$ cat config.mk
export PLATFORM = sky130hd
export DESIGN_NAME = pipe_stage_skid
export DESIGN_NICKNAME = d
export VERILOG_FILES = /design/src/rtl/pipe_stage_skid.sv
export SDC_FILE = /design/constraint.sdc
export NUM_CORES = 1
export LEC_CHECK = 0
export ABC_AREA = 1
export CAP_MARGIN = 10
export CORE_ASPECT_RATIO = 1.1
export CORE_UTILIZATION = 40
export DETAILED_ROUTE_END_ITERATION = 12
export PLACE_DENSITY = 0.74
export SYNTH_ARGS = -nofsm -noshare
export SYNTH_HDL_FRONTEND = slang
export SYNTH_SLANG_ARGS = --single-unit
$ cat constraint.sdc
create_clock -name clk -period 2.5 [get_ports clk]
set_input_delay 0.375 -clock clk [delete_from_list [all_inputs] [get_ports clk]]
set_output_delay 0.375 -clock clk [all_outputs]
set_load 0.01 [all_outputs]
$ cat src/rtl/pipe_stage_skid.sv
// Pipeline-stage register with valid/ready handshake, synchronous flush and an
// optional two-entry skid buffer that keeps in_ready off the out_ready path.
module pipe_stage_skid #(
    parameter int               WIDTH  = 32,
    parameter logic [WIDTH-1:0] BUBBLE = '0,
    parameter bit               SKID   = 1'b1
) (
    input  logic             clk,
    input  logic             reset,
    input  logic             flush,
    input  logic             in_valid,
    output logic             in_ready,
    input  logic [WIDTH-1:0] in_data,
    output logic             out_valid,
    input  logic             out_ready,
    output logic [WIDTH-1:0] out_data,
    output logic [1:0]       count
);

    typedef enum logic [1:0] {
        EMPTY = 2'd0,
        ONE   = 2'd1,
        FULL  = 2'd2
    } state_t;

    state_t           state;
    logic [WIDTH-1:0] main_data;
    logic [WIDTH-1:0] skid_data;
    logic             main_valid;
    logic             in_ready_q;
    logic [1:0]       count_q;
    logic             accept;
    logic             drain;

    // NOTE: in skid mode in_ready is a flop so back-pressure never forms a
    // combinational loop from out_ready back to the upstream stage.
    assign in_ready  = SKID ? in_ready_q : (!main_valid || out_ready);
    assign accept    = in_valid && in_ready;
    assign drain     = main_valid && out_ready;
    assign out_valid = main_valid;
    assign out_data  = main_data;
    assign count     = count_q;

    always_ff @(posedge clk) begin
        // NOTE: payload registers are reset too, because an empty stage must
        // present BUBBLE on out_data rather than stale contents.
        if (reset || flush) begin
            state      <= EMPTY;
            main_data  <= BUBBLE;
            skid_data  <= BUBBLE;
            main_valid <= 1'b0;
            in_ready_q <= 1'b1;
            count_q    <= 2'd0;
        end else begin
            case (state)
                EMPTY: begin
                    if (accept) begin
                        state      <= ONE;
                        main_data  <= in_data;
                        main_valid <= 1'b1;
                        count_q    <= 2'd1;
                    end
                end
                ONE: begin
                    if (accept && drain) begin
                        main_data <= in_data;
                    end else if (accept && SKID) begin
                        state      <= FULL;
                        skid_data  <= in_data;
                        in_ready_q <= 1'b0;
                        count_q    <= 2'd2;
                    end else if (drain) begin
                        state      <= EMPTY;
                        main_data  <= BUBBLE;
                        main_valid <= 1'b0;
                        count_q    <= 2'd0;
                    end
                end
                FULL: begin
                    // in_ready is low here, so only the head can move.
                    if (drain) begin
                        state      <= ONE;
                        main_data  <= skid_data;
                        skid_data  <= BUBBLE;
                        in_ready_q <= 1'b1;
                        count_q    <= 2'd1;
                    end
                end
                default: begin
                    state      <= EMPTY;
                    main_data  <= BUBBLE;
                    skid_data  <= BUBBLE;
                    main_valid <= 1'b0;
                    in_ready_q <= 1'b1;
                    count_q    <= 2'd0;
                end
            endcase
        end
    end

endmodule
==> results of run 1 <==
-- path summary, 6_finish.rpt --
path              cells past startpoint  slack [ns]    startpoint           end
setup / recovery                      1        0.43      count[1]      count[1]
setup reg to reg                      5        0.53      count[1]   out_data[0]
hold / removal                        2        0.47  out_data[26]  out_data[26]
hold reg to reg                       2        0.47  out_data[26]  out_data[26]
-- worst register-to-register path: stages (launching register included) --
cell and delay, ns:
dfxtp_1 0.70, nor2_4 0.10, nand2_1 0.16, nand3_2 0.56, nand2_1 0.23, a21oi_1 0.09
-- registers in the layout, indices dropped and copies added (netlist names) --
signal	flops
out_valid	1
in_ready	1
skid_data	32
count	2
out_data	32
-- through the flow --
| step | total power [mW] | instances |
|---|---|---|
| after CTS | 2.43 | 801 |
| final | 2.41 | 801 |
| after detailed placement | 1.65 | 785 |
| after global placement | 1.64 | 785 |
| after floorplan | 1.46 | 624 |
| after global routing | 2.55 | 801 |
-- power breakdown --
| group | internal [mW] | total, mW | switching (mW) |
|---|---|---|---|
| Clock | 0.386 | 0.785 | 0.399 |
| Combinational | 0.201 | 0.480 | 0.278 |
| Sequential | 1.12 | 1.14 | 0.0221 |
-- cell usage in the layout, fill, tap and decap left out --
cell type	instances
a21boi_0	1
a21oi_1	36
buf_12	1
buf_4	11
clkbuf_1	4
clkbuf_8	10
clkdlybuf4s50_1	72
clkinv_1	1
clkinv_2	2
dfxtp_1	68
inv_1	68
inv_2	3
nand2_1	235
nand2_2	1
nand3_1	34
nand3_2	1
nand3b_1	32
nor2_1	97
nor2_2	3
nor2_4	2
nor3_1	1
o211ai_1	1
o21ai_0	1
o21ai_2	2
-- routing by layer --
layer,up-vias,wire length [um]
met1,1776,4430
li1,2011,-
met5,-,0
met3,9,568
met2,120,4760
met4,0,134
-- layout make-up --
type                       instances  area (um^2)
tap                              114          143
inverter                          72          270
clock inverter                     2         10.0
clock buffer                      14          153
multi-input combinational        447         1940
sequential                        68         1360
fill                             913         4270
timing repair buffer              84          823
-- kinds of logic after synthesis --
family,count (synthesis),share of synthesized area (%)
flip-flops,68,36.5
AND/OR/NAND/NOR,406,45.9
AO/OA/AOI/OAI,41,5.83
buffers and inverters,109,11.8
==> impl_metrics.csv, run 1 <==
group,metric,value,unit
run_status,status,"finished clean",
timing,rsz0062_at_grt,"false",
cts,clk_latency,0.33,ns
critical_path,crit_chain,"clkdlybuf4s50_1",
critical_path,crit_path_max_fanout,15,
timing,setup_ws,0.429,ns
global_route,antenna_found_initial,0,
yosys,synthTopCellsByCount,"235 x nand2_1, 99 x nor2_1, 68 x dfxtp_1, 68 x inv_1, 36 x a21oi_1",
yosys,syn_inst,624,
timing,clock.fmax,0.483,GHz
global_route,met1_usage,27.1,%
global_route,grt_pass1_wl,17.1,mm
cts,postCtsResizedCells,0,
place,gp_congestion,0.795,
yosys,syn_nets,661,
final_layout,utilization,52.4,%
floorplanning,start_util,41.7,%
final_layout,final_area,0.00470,mm^2
yosys,synth.cell_area,0.00373,mm^2
place,hpwl,6.39,mm
yosys,yosys_warnings,0,
timing,slew_headroom,54.1,%
timing,period_needed,2.07,ns
critical_path,path_buf_inv,1,
cts,cts_hold_buffers,0,
cts,root_buffer,"clkbuf_8",
power,leakage,2.16,nW
critical_path,critPathSlowestCell,"dfxtp_1",
min_path,hold_path.class,"reg -> reg",
power,power.density,513,mW/mm^2
floorplanning,core,0.00896,mm^2
flow_run,max_cap_violations,0,
cts,cts_buffer_depth,2,
critical_path,critPathLaunchType,"register",
timing,tightest_slew,0.688,ns
yosys,synth_edf_count,0,
final_layout,nets,719,
yosys,yosysUniqueCellTypes,21,
place,dp_slack,0.269,ns
final_layout,diodes,0,
cts,h-tree-depth,3,
floorplanning,die_h,103,um
timing,hold_viol,0,
yosys,seq_area_frac_synth,36.5,%
yosys,synth.most_common_cell,"nand2_1",
route,wl_per_cell,12.4,um
global_route,grt_overflow,0,
critical_path,critical_path_class,"reg -> out",
yosys,synth_ff_type,"dfxtp_1",
global_route,grt_busiest_layer,"met2",
global_route,grt_util_all_layers,22.4,%
critical_path,critPathRequiredTime,2.12,ns
global_route,use_met3,3.36,%
timing,skew,0.00523,ns
timing,fin_crit_sh,82.8,%
floorplanning,io_pins,73,
cts,clk_pin_slew,0.07,ns
timing,worst_hold_slack,0.466,ns
global_route,grt_max_degree,35,
yosys,yosysTopAreaCell,"dfxtp_1",
critical_path,crit_family,"flip-flops",
floorplanning,die_area,0.00972,mm^2
route,vias_per_cell,4.89,
route,wl,9.90,mm
timing,drv_slew,0,
timing,tns,0,ns
critical_path,slowest_delay,0.70,ns
yosys,synth-seq-cells,68,
cts,cts_tree,"built",
floorplanning,die_w,94.1,um
route,first_iter_violations,172,
yosys,avgSynthCellArea,5.98,um^2
timing,finalSetupViolCount,0,
route,ant_nets,0,
route,dr_total_vias,3916,
cts,clock_sinks,68,
cts,cts_inserted_buffers,9,
place,io_buffer_count,72,
yosys,async_flop_share,0,%
final_layout,area_growth,25.8,%
floorplanning,num_rows,36,
power,vdd_drop_max,0.235,mV
global_route,globalRouteMet2Util,39.1,%
global_route,grt_pass1_vias,3799,
cts,cts_setup_buffers,0,
final_layout,drive_gt1_share,5.24,%
critical_path,critPathCaptureType,"output port",
yosys,synth_area_leaders,"dfxtp_1 36%, nand2_1 24%, nor2_1 10%, inv_1 6.8%, nand3b_1 6.4%",
place,dpl_cell_area,0.00453,mm^2
critical_path,worstPathArrival,1.70,ns
yosys,yosysTopAreaCellShare,36.5,%
route,drt_first_pass_iters,5,
route,drc,0,
Power figures use the tool's default switching activity.
==> inputs of run 2 (changes only) <==
clock period = 2.1 ns   (was 2.5 ns; I/O delays follow)
==> run 2 against run 1 <==
  * Clock power up 30%
  * First-iteration DRC count up 48%
  * Via count down 0.13%
  * Count of clock-buffer cells in the layout up 1
  * Critical path type unchanged
  * Largest cell class unchanged
==> impl_metrics.csv, run 2 (synthesized netlist as in run 1, its figures left out) <==
group,metric,value,unit
critical_path,slowest_delay,0.62,ns
final_layout,drive_gt1_share,6.88,%
floorplanning,die_h,103,um
critical_path,critPathLaunchType,"register",
floorplanning,io_pins,73,
critical_path,r2r_setup_slack,0.52,ns
global_route,grt_overflow,0,
timing,finalSetupViolCount,0,
critical_path,critPathCaptureType,"output port",
cts,h-tree-depth,3,
place,io_buffer_count,72,
critical_path,crit_family,"buffers and inverters",
cts,clk_latency,0.36,ns
timing,hold_viol,0,
cts,clock_sinks,68,
final_layout,nFillCells,888,
power,vdd_drop_max,0.326,mV
global_route,antenna_found_initial,0,
route,drt_first_pass_iters,5,
critical_path,critPathSlowestCell,"clkdlybuf4s50_1",
place,gp_congestion,0.810,
cts,cts_tree,"built",
timing,clock.fmax,0.533,GHz
power,leakage,2.22,nW
cts,cts_setup_buffers,0,
global_route,grt_util_all_layers,21.7,%
final_layout,nets,730,
final_layout,seqCellArea,0.00136,mm^2
cts,cts_buffer_depth,2,
critical_path,crit_path_max_fanout,9,
timing,setup_ws,0.223,ns
global_route,grt_max_degree,35,
floorplanning,start_util,41.7,%
timing,rsz0062_at_grt,"false",
cts,root_buffer,"clkbuf_8",
power,power.density,618,mW/mm^2
cts,cts_inserted_buffers,9,
critical_path,path_buf_inv,1,
critical_path,worstPathArrival,1.56,ns
cts,postCtsResizedCells,0,
final_layout,diodes,0,
timing,fin_crit_sh,89.4,%
route,wl_per_cell,12.1,um
route,drc,0,
final_layout,layout_commonest_cell,"nand2_1",
timing,tns,0,ns
floorplanning,num_rows,36,
place,hpwl,6.78,mm
timing,skew,0.00453,ns
run_status,status,"finished clean",
place,dp.cells,796,
critical_path,critical_path_class,"reg -> out",
place,dp_slack,0.196,ns
timing,period_needed,1.88,ns
final_layout,utilization,53.4,%
timing,worst_hold_slack,0.464,ns
flow_run,max_cap_violations,0,
cts,cts_hold_buffers,0,
timing,tightest_slew,0.426,ns
min_path,hold_path.class,"reg -> reg",
floorplanning,die_area,0.00972,mm^2
final_layout,layout_common_cells,"235 x nand2_1, 97 x nor2_1, 72 x clkdlybuf4s50_1",
final_layout,multi_input_area,0.00194,mm^2
final_layout,area_growth,28.2,%
route,ant_nets,0,
timing,drv_slew,0,
cts,clk_pin_slew,0.07,ns
critical_path,crit_chain,"clkdlybuf4s50_1",
global_route,grt_pass1_vias,3636,
timing,slew_headroom,71.6,%
route,wl,9.84,mm
critical_path,critPathRequiredTime,1.78,ns
route,vias_per_cell,4.82,
route,dr_total_vias,3911,
final_layout,stdcell_count,812,
route,first_iter_violations,255,
global_route,grt_pass1_wl,16.2,mm
floorplanning,die_w,94.1,um
floorplanning,core,0.00896,mm^2
-- run 2: area by class of cell --
type / count / share of cell area (%)
multi-input combinational: 447 / 40.5
clock buffer: 15 / 3.69
tap: 114 / 2.98
sequential: 68 / 28.4
clock inverter: 1 / 0.105
timing repair buffer: 95 / 18.7
inverter: 72 / 5.65
-- run 2: stage by stage --
step           area (um^2)  total power [mW]
2_1_floorplan         3730              1.74
3_3_place_gp          4600              1.96
3_5_place_dp          4600              1.98
4_1_cts               4790              2.98
5_1_grt               4790              3.11
6_report              4790              2.96
-- run 2: path summary, 6_finish.rpt --
kind,cells past startpoint,end,from
max,1,count[1],count[1]
min,2,out_data[4],out_data[4]
max reg2reg,7,out_data[19],count[1]
min reg2reg,2,out_data[4],out_data[4]
-- run 2: where the power goes --
part / internal, mW / leakage (nW) / switching, mW
sequential: 1.34 / 0.552 / 0.0251
combinational: 0.252 / 1.57 / 0.333
clock: 0.526 / 0.0937 / 0.490
total: 2.11 / 2.22 / 0.847
-- run 2: tightest hold or removal path, stage by stage (launching register included) --
cell     delay (ns)
dfxtp_1        0.31
nand2_1        0.06
a21oi_1        0.05
-- run 2: layer usage --
layer | GRT usage, % | vias up | share of wire, %
met2 | 37.5 | 130 | 49
li1 | - | 2023 | -
met1 | 26.2 | 1747 | 44
met5 | 0 | - | 0
met4 | 10.8 | 0 | 1.8
met3 | 3.73 | 11 | 5.9
